### src/rtl/fetch_pkg.sv
// Shared definitions for the instruction fetch stage.
//   IMM_CLASS      : opcode class (bits [15:13]) marking a two-word instruction
//   fetch_state_t  : assembly FSM states
//   RESET_PC_DEFAULT : default first fetch address after reset
//   is_two_word()  : classifies an opcode word
package fetch_pkg;

    localparam logic [2:0]  IMM_CLASS        = 3'b110;
    localparam logic [15:0] IMM_MASK         = 16'hE000;
    localparam logic [15:0] IMM_MATCH        = {IMM_CLASS, 13'b0_0000_0000_0000};
    localparam logic [31:0] RESET_PC_DEFAULT = 32'h0000_0000;

    typedef enum logic {
        S_OP  = 1'b0,
        S_IMM = 1'b1
    } fetch_state_t;

    // True when the opcode word is followed by an immediate word.
    function automatic logic is_two_word(input logic [15:0] word);
        return ((word & IMM_MASK) == IMM_MATCH);
    endfunction

endpackage

### src/rtl/pc_sequencer.sv
// Program counter and request tracker for the fetch stage.
// Ports:
//   clk, rst_n      : clock, asynchronous active-low reset
//   stall, flush    : hold / redirect requests (flush has priority)
//   redirect_pc     : branch target used when flush=1
//   imem_addr       : word address presented to the instruction memory
//   req_pc          : address of the word arriving on imem_rdata this cycle
//   req_valid       : that arriving word belongs to the current stream
module pc_sequencer
    import fetch_pkg::*;
#(
    parameter int             PC_W     = 32,
    parameter int             ADDR_W   = 21,
    parameter logic [PC_W-1:0] RESET_PC = RESET_PC_DEFAULT
) (
    input  logic              clk,
    input  logic              rst_n,
    input  logic              stall,
    input  logic              flush,
    input  logic [PC_W-1:0]   redirect_pc,
    output logic [ADDR_W-1:0] imem_addr,
    output logic [PC_W-1:0]   req_pc,
    output logic              req_valid
);

    localparam logic [PC_W-1:0] PC_ONE = {{(PC_W-1){1'b0}}, 1'b1};

    logic [PC_W-1:0] pc_r;
    logic [PC_W-1:0] req_pc_r;
    logic            req_valid_r;
    logic [PC_W-1:0] addr_sel_s;

    // Address mux: redirect beats replay, replay beats sequential fetch.
    always_comb begin
        addr_sel_s = pc_r;
        if (flush) begin
            addr_sel_s = redirect_pc;
        end else if (stall) begin
            addr_sel_s = req_pc_r;
        end else begin
            addr_sel_s = pc_r;
        end
    end

    assign imem_addr = addr_sel_s[ADDR_W-1:0];
    assign req_pc    = req_pc_r;
    assign req_valid = req_valid_r;

    // PC and outstanding-request registers.
    always_ff @(posedge clk or negedge rst_n) begin
        if (!rst_n) begin
            pc_r        <= RESET_PC;
            req_pc_r    <= RESET_PC;
            req_valid_r <= 1'b0;
        end else if (flush) begin
            pc_r        <= redirect_pc + PC_ONE;
            req_pc_r    <= redirect_pc;
            req_valid_r <= 1'b1;
        end else if (stall) begin
            // The replayed word is re-requested now, so it will be valid
            // next cycle even if the stall landed on the very first fetch.
            pc_r        <= req_pc_r + PC_ONE;
            req_pc_r    <= req_pc_r;
            req_valid_r <= 1'b1;
        end else begin
            pc_r        <= pc_r + PC_ONE;
            req_pc_r    <= pc_r;
            req_valid_r <= 1'b1;
        end
    end

endmodule

### src/rtl/fetch_stage.sv
// Instruction fetch stage: issues word addresses to a synchronous
// instruction memory and assembles one- and two-word instructions.
// Ports:
//   clk, reset      : clock, asynchronous active-low reset
//   imem_addr       : word address (data returns on imem_rdata next cycle)
//   imem_rdata      : word for the previous cycle's address
//   stall           : load-use hold; fd outputs frozen, word replayed
//   flush           : branch taken; drop in-flight work, fetch redirect_pc
//   redirect_pc     : branch target
//   fd_valid        : fd_* describe a complete instruction
//   fd_instr/fd_imm : opcode and immediate (0 for one-word instructions)
//   fd_pc           : opcode address
//   fd_next_pc      : address after the instruction's last word
module fetch_stage
    import fetch_pkg::*;
#(
    parameter int              PC_W     = 32,
    parameter int              INSTR_W  = 16,
    parameter int              ADDR_W   = 21,
    parameter logic [PC_W-1:0] RESET_PC = RESET_PC_DEFAULT
) (
    input  logic               clk,
    input  logic               reset,
    output logic [ADDR_W-1:0]  imem_addr,
    input  logic [INSTR_W-1:0] imem_rdata,
    input  logic               stall,
    input  logic               flush,
    input  logic [PC_W-1:0]    redirect_pc,
    output logic               fd_valid,
    output logic [INSTR_W-1:0] fd_instr,
    output logic [INSTR_W-1:0] fd_imm,
    output logic [PC_W-1:0]    fd_pc,
    output logic [PC_W-1:0]    fd_next_pc
);

    localparam logic [PC_W-1:0] PC_ONE = {{(PC_W-1){1'b0}}, 1'b1};

    logic [PC_W-1:0]    req_pc_s;
    logic               req_valid_s;

    fetch_state_t       state_r,      state_nx_s;
    logic [INSTR_W-1:0] hold_instr_r, hold_instr_nx_s;
    logic [PC_W-1:0]    hold_pc_r,    hold_pc_nx_s;
    logic               fd_valid_r,   fd_valid_nx_s;
    logic [INSTR_W-1:0] fd_instr_r,   fd_instr_nx_s;
    logic [INSTR_W-1:0] fd_imm_r,     fd_imm_nx_s;
    logic [PC_W-1:0]    fd_pc_r,      fd_pc_nx_s;
    logic [PC_W-1:0]    fd_next_pc_r, fd_next_pc_nx_s;

    pc_sequencer #(
        .PC_W     (PC_W),
        .ADDR_W   (ADDR_W),
        .RESET_PC (RESET_PC)
    ) u_pc_sequencer (
        .clk         (clk),
        .rst_n       (reset),
        .stall       (stall),
        .flush       (flush),
        .redirect_pc (redirect_pc),
        .imem_addr   (imem_addr),
        .req_pc      (req_pc_s),
        .req_valid   (req_valid_s)
    );

    // Assembly FSM: decide what the arriving word contributes this cycle.
    always_comb begin
        state_nx_s      = state_r;
        hold_instr_nx_s = hold_instr_r;
        hold_pc_nx_s    = hold_pc_r;
        fd_valid_nx_s   = fd_valid_r;
        fd_instr_nx_s   = fd_instr_r;
        fd_imm_nx_s     = fd_imm_r;
        fd_pc_nx_s      = fd_pc_r;
        fd_next_pc_nx_s = fd_next_pc_r;

        if (flush) begin
            // Any half-assembled instruction is dropped.
            state_nx_s    = S_OP;
            fd_valid_nx_s = 1'b0;
        end else if (stall) begin
            // Everything frozen; the word will be replayed next cycle.
            state_nx_s = state_r;
        end else if (req_valid_s) begin
            case (state_r)
                S_OP: begin
                    if (is_two_word(imem_rdata)) begin
                        hold_instr_nx_s = imem_rdata;
                        hold_pc_nx_s    = req_pc_s;
                        state_nx_s      = S_IMM;
                        fd_valid_nx_s   = 1'b0;
                    end else begin
                        fd_valid_nx_s   = 1'b1;
                        fd_instr_nx_s   = imem_rdata;
                        fd_imm_nx_s     = {INSTR_W{1'b0}};
                        fd_pc_nx_s      = req_pc_s;
                        fd_next_pc_nx_s = req_pc_s + PC_ONE;
                    end
                end
                S_IMM: begin
                    fd_valid_nx_s   = 1'b1;
                    fd_instr_nx_s   = hold_instr_r;
                    fd_imm_nx_s     = imem_rdata;
                    fd_pc_nx_s      = hold_pc_r;
                    fd_next_pc_nx_s = req_pc_s + PC_ONE;
                    state_nx_s      = S_OP;
                end
                default: begin
                    state_nx_s    = S_OP;
                    fd_valid_nx_s = 1'b0;
                end
            endcase
        end else begin
            fd_valid_nx_s = 1'b0;
        end
    end

    // State, held-opcode and fetch/decode boundary registers.
    always_ff @(posedge clk or negedge reset) begin
        if (!reset) begin
            state_r      <= S_OP;
            hold_instr_r <= {INSTR_W{1'b0}};
            hold_pc_r    <= {PC_W{1'b0}};
            fd_valid_r   <= 1'b0;
            fd_instr_r   <= {INSTR_W{1'b0}};
            fd_imm_r     <= {INSTR_W{1'b0}};
            fd_pc_r      <= {PC_W{1'b0}};
            fd_next_pc_r <= {PC_W{1'b0}};
        end else begin
            state_r      <= state_nx_s;
            hold_instr_r <= hold_instr_nx_s;
            hold_pc_r    <= hold_pc_nx_s;
            fd_valid_r   <= fd_valid_nx_s;
            fd_instr_r   <= fd_instr_nx_s;
            fd_imm_r     <= fd_imm_nx_s;
            fd_pc_r      <= fd_pc_nx_s;
            fd_next_pc_r <= fd_next_pc_nx_s;
        end
    end

    assign fd_valid   = fd_valid_r;
    assign fd_instr   = fd_instr_r;
    assign fd_imm     = fd_imm_r;
    assign fd_pc      = fd_pc_r;
    assign fd_next_pc = fd_next_pc_r;

endmodule
### config.mk
export PLATFORM = sky130hd
export DESIGN_NAME = fetch_stage
export DESIGN_NICKNAME = d
export VERILOG_FILES = /design/src/rtl/fetch_pkg.sv /design/src/rtl/pc_sequencer.sv /design/src/rtl/fetch_stage.sv
export SDC_FILE = /design/constraint.sdc
export NUM_CORES = 1
export LEC_CHECK = 0
export CORE_MARGIN = 10
export CORE_UTILIZATION = 36
export DETAILED_ROUTE_END_ITERATION = 10
export GPL_ROUTABILITY_DRIVEN = 0
export PLACE_DENSITY_LB_ADDON = 0.08
export SYNTH_ARGS = -nofsm -noshare
export SYNTH_HDL_FRONTEND = slang
export SYNTH_SLANG_ARGS = --single-unit
### constraint.sdc
create_clock -name clk -period 3 [get_ports clk]
set_clock_uncertainty 0.15 [all_clocks]
set_input_delay 0.6 -clock clk [delete_from_list [all_inputs] [get_ports clk]]
set_output_delay 0.6 -clock clk [all_outputs]
set_load 0.1 [all_outputs]
-- Word level (Yosys, flattened, before mapping)
Cells that the tools add are included.
- flip-flop bits (word level): 211
- memory bits (read-only): 0
- memories kept: 0
- memory bits (writable): 0
- output and inout port bits: 118
- bits in latches: 0
- input bits: 52
- eq/ne operators: 3
- divide/modulo/power cells: 0
- multiplexer cells: 22
- reduce and logical (&&, ||, !) cells: 4
- magnitude comparators: 0
- add/sub/neg operators: 3
- shift-type cells: 0
- multiply operators: 0
- bitwise logic cells: 3
- operators with widths (operator ; count):
    $mux W32 ; 6
    $pmux W32 S2 ; 2
    $add A32 B1 Y32 const B ; 3
    $pmux W16 S2 ; 2
    $mux W16 ; 2
    $mux W1 ; 8
    $reduce_and A5 Y1 ; 1
    $pmux W1 S2 ; 2
    $reduce_and A4 Y1 ; 1
    $eq A3 B3 Y1 const B ; 1
    $not A1 Y1 ; 3
    $ne A2 B1 Y1 const B ; 1
    $ne A2 B2 Y1 const B ; 1
    $reduce_and A2 Y1 ; 1
    $reduce_bool A2 Y1 ; 1

-- Depth between registers and ports, before layout
Gate-level depths: netlist (run 1).
- depth after elaboration: 6
- gate-level depth with buffers: 9

-- Hierarchy
Synthesis (run 1) repeated with hierarchy kept, for this count alone.
- cell total of the unflattened synthesis: 880
- area, all modules: 9795.6 µm²
- modules (own cells, without submodules) (module ; cells an instance ; times used ; seq. area each (µm²) ; area an instance (µm²)):
    fetch_stage ; 594 ; 1 ; 3653.5 ; 6473.7
    pc_sequencer ; 286 ; 1 ; 1626.6 ; 3321.9

-- Worst setup path before layout (run 1)
Ideal clock, no wire load.
- kind: input port to output port
- start: input port stall
- end: output port imem_addr[10]
- arrival time: 2081 ps
- stages: 6
- setup slack: 169 ps
- path buffers: 4
- required time: 2250 ps
- cell sequence: buf_6 clkbuf_1 buf_1 mux2i_1 o21ai_0 buf_4
- cells in the longest elaborated chain, start to end: 2
- ends and longest elaborated chain (what ; RTL line ; RTL):
    start: declaration ; fetch_stage.sv:26 ; input logic stall,
    $mux W32 ; - ;
    $mux W32 ; pc_sequencer.sv:36 ; if (flush) begin
    end: declaration ; fetch_stage.sv:24 ; output logic [ADDR_W-1:0] imem_addr,
Every way passes these cells. The select of a mux whose other input is x is not followed.

-- Worst setup path in the final report (run 1)
- start: input port stall
- end: output port imem_addr[7]
The elaborated chain is that of the path after synthesis.

==> results.sh, run 1 <==
export IMPL_status="completed"
export IMPL_grt_pass1_wl_um=50790
export IMPL_layout_min_cycle_time_ns=2.720
export IMPL_core_um2=29720
export IMPL_die_y_um=193.7
export IMPL_worstSetupEndpoint="imem_addr[7]"
export IMPL_synth_seq_area_share_pct=48.64
export IMPL_hold_class="reg -> reg"
export IMPL_nFillCells=2849
export IMPL_hold_viol=0
export IMPL_routed_wl_um=32140
export IMPL_dp_cells=1586
export IMPL_row_count=63
export IMPL_synth_area_per_cell_um2=10.22
export IMPL_grt_max_degree=113
export IMPL_pwr_share_comb_pct=33.7
export IMPL_cp_end_kind="primary output"
export IMPL_clk_latency_ns=0.53
export IMPL_ant_nets=0
export IMPL_crit_path_frequent_cell="buf_12"
export IMPL_cts_tree="done"
export IMPL_crit_type="in -> out"
export IMPL_rr_endpoint="fd_next_pc[29]"
export IMPL_synth_top_area_share_pct=48.64
export IMPL_synth_area_um2=10860
export IMPL_seqCellArea_um2=5281
export IMPL_worst_r2r_path_depth=6
export IMPL_synth_top_cell_by_area="dfrtp_1"
export IMPL_synth_most_common_cell="dfrtp_1"
export IMPL_synthArstFlopShare_pct=100.0
export IMPL_start_util_pct=36.53
export IMPL_grt_overflow_total=0
export IMPL_place_hpwl_um=24300
export IMPL_viasPerCell=5.137
export IMPL_drt_pass1_iter_count=7
export IMPL_cts_htree_levels=1
export IMPL_cts_buffers=25
export IMPL_start_kind="input port"
export IMPL_syn_nets=1117
export IMPL_multi_input_area_um2=5012
export IMPL_power_frac_seq_pct=35.7
export IMPL_cap_viol_max_count=0
export IMPL_grt_usage_pct=16.73
export IMPL_antenna_found_initial=0
export IMPL_leakagePower_nw=6.144
export IMPL_yosysWarnings=0
export IMPL_setup_tns_ns=0
export IMPL_synth_common_cells="dfrtp_1, nand2_1, o21ai_0"
export IMPL_p_per_area_nw_per_um2=736.2
export IMPL_synth_area_leaders="dfrtp_1, mux2i_1, nand2_1"
export IMPL_required_ns=2.25
export IMPL_clockPowerShare_pct=30.6
export IMPL_root_buffer="clkbuf_16"
export IMPL_worst_slew_pin_slew_ns=0.8797
export IMPL_area_growth_pct=28.04
export IMPL_cp_slowest_cell="o21ai_0"
export IMPL_clock_sinks=211
export IMPL_switching_share_pct=40.41
export IMPL_ys_ff_latch=211
export IMPL_fin_util_pct=46.77
export IMPL_crit_chain="buf_2 > buf_12 > buf_4 > mux2i_1 > o21ai_0 > buf_12"
export IMPL_fmax_ghz=0.3677
export IMPL_detail_route_wl_per_cell_um=19.68
export IMPL_synth_edf_count=0
export IMPL_rsz0062_at_grt="no"
export IMPL_slowest_delay_ns=0.42
export IMPL_internal_power_mw=6.098
export IMPL_r2r_start="u_pc_sequencer.req_pc[15]"
export IMPL_critPathArrivalTime_ns=1.97
export IMPL_synthFlopType="dfrtp_1"
export IMPL_peakVddDrop_mv=0.3881
export IMPL_nets=1279
export IMPL_slew_viol_final=0
export IMPL_drt_iter0_drc=376
export IMPL_netSwitchingPower_mw=4.134
export IMPL_clkTransAtPathRegs_ns=0.06
export IMPL_portBuffers=169
export IMPL_syn_inst=1062
export IMPL_drc_errors=0
export IMPL_ioPinCount=170
export IMPL_synth_cell_types=59
export IMPL_diodes=0
export IMPL_period_share_pct=90.65
export IMPL_rrSetupSlack_ns=0.69
export IMPL_dieArea_um2=37500
export IMPL_cp_max_fo=32
export IMPL_max_slew_margin_pct=41.35
export IMPL_layout_drive_gt1_share_pct=23.73
export IMPL_grt_pass1_vias=8414
export IMPL_clockBufferDepth=3
export IMPL_crit_path_start="stall"
export IMPL_stdcell_count=1633
export IMPL_die_w_um=193.7
export IMPL_vias=8388
export IMPL_setup_viol=0
==> final cells by class <==
| class | count | area share (%) |
|---|---|---|
| Timing Repair Buffer | 231 | 15.98 |
| Clock inverter | 7 | 0.8192 |
| Tap cell | 390 | 3.511 |
| Clock buffer | 39 | 5.311 |
| Sequential cell | 211 | 38.00 |
| Multi-Input combinational cell | 743 | 36.06 |
| Inverter | 12 | 0.3241 |
==> routing by layer <==
layer	global-route usage, %	share of wire, %	vias to the layer above
met3	3.164	5.7	33
met1	24.53	50	4051
li1	-	-	4083
met4	3.777	1.5	0
met5	0	0	-
met2	24.82	43	221
==> worst min path at each step <==
stage,start,endpoint,cells after the start
2_1_floorplan,reset,fd_imm[0],0
3_3_place_gp,hold_instr_r[15],hold_instr_r[15],1
3_5_place_dp,hold_instr_r[15],hold_instr_r[15],1
4_1_cts,hold_instr_r[14],hold_instr_r[14],1
5_1_grt,hold_instr_r[14],hold_instr_r[14],1
6_report,hold_instr_r[14],hold_instr_r[14],1
==> placed cells by master (no fill, tap or decap), types with 4 or more instances in the layout <==
cell             count
clkbuf_8             7
o31a_1               5
clkdlybuf4s50_1     48
and4_1               8
mux2i_1             93
nand3_1             31
buf_4              150
buf_12              29
a221oi_2             5
nand2b_1             5
xor2_1              40
o221ai_1             4
and3_1              19
clkbuf_1             8
clkbuf_16           25
nand2_1            163
o21ai_1             25
nor4_2               9
inv_1               12
nor3_1              18
and2_1               4
xnor2_1             30
dfrtp_1            210
a22o_1              16
o21ai_0             96
nor4_1              12
o211ai_1             4
nor2_1              29
a21oi_1              5
mux2_2              46
a221oi_1             4
or3_1                5
nand4_1             26
==> sequential cells by signal, indices dropped and copies added, names as in the netlist <==
register,cells
fd_imm,16
state_r,1
hold_pc_r,32
fd_valid,1
fd_next_pc,32
fd_pc,32
u_pc_sequencer.req_pc,32
u_pc_sequencer.req_valid,1
hold_instr_r,16
u_pc_sequencer.pc_r,32
fd_instr,16
==> stage by stage <==
step                total power [mW]  setup WS, ns  area (um2)  hold slack (ns)
floorplan                      6.156        0.1694       10860           0.1544
global placement               7.157       0.06383       13040           0.2935
detailed placement             7.183       0.06950       13040           0.2987
CTS                            10.35        0.2884       13900           0.3198
global route                   10.69        0.1866       13900           0.3395
finish                         10.23        0.2804       13900           0.3267
==> what timing repair did <==
item                                   in CTS  in global routing
buffers inserted                            0                  0
endpoints found under the hold margin      63                  0
resized for setup                           0                  0
hold buffers                                1                  0
==> logic make-up after synthesis <==
| kind of cell | share of synthesized area, % |
|---|---|
| compound gates | 10.26 |
| xor+xnor | 5.648 |
| fa+ha+maj | 0.3458 |
| buf+inv | 5.256 |
| flops | 48.64 |
| mux | 13.35 |
| other cells | 0.03454 |
| simple gates | 16.47 |
==> critical path: cells and delay by family <==
kind | cells | cell delay [ns]
compound gates | 1 | 0.42
buf+inv | 4 | 0.81
mux | 1 | 0.09
==> power groups by stage <==
| stage | Combinational (mW) | Sequential, mW | Clock (mW) |
|---|---|---|---|
| after floorplan | 0.994 | 5.16 | 0 |
| after global placement | 3.47 | 3.69 | 0 |
| after detailed placement | 3.47 | 3.71 | 0 |
| after CTS | 3.48 | 3.66 | 3.21 |
| after global routing | 3.62 | 3.72 | 3.35 |
| final | 3.44 | 3.65 | 3.13 |
Note: power is estimated with default switching activity, not from simulation.
==> inputs of run 2 (changes only) <==
Settings changed: GPL_TIMING_DRIVEN from default to 1.
==> results of run 2 <==
Same layout as run 1: the final DEF is identical, and so are final timing and power.
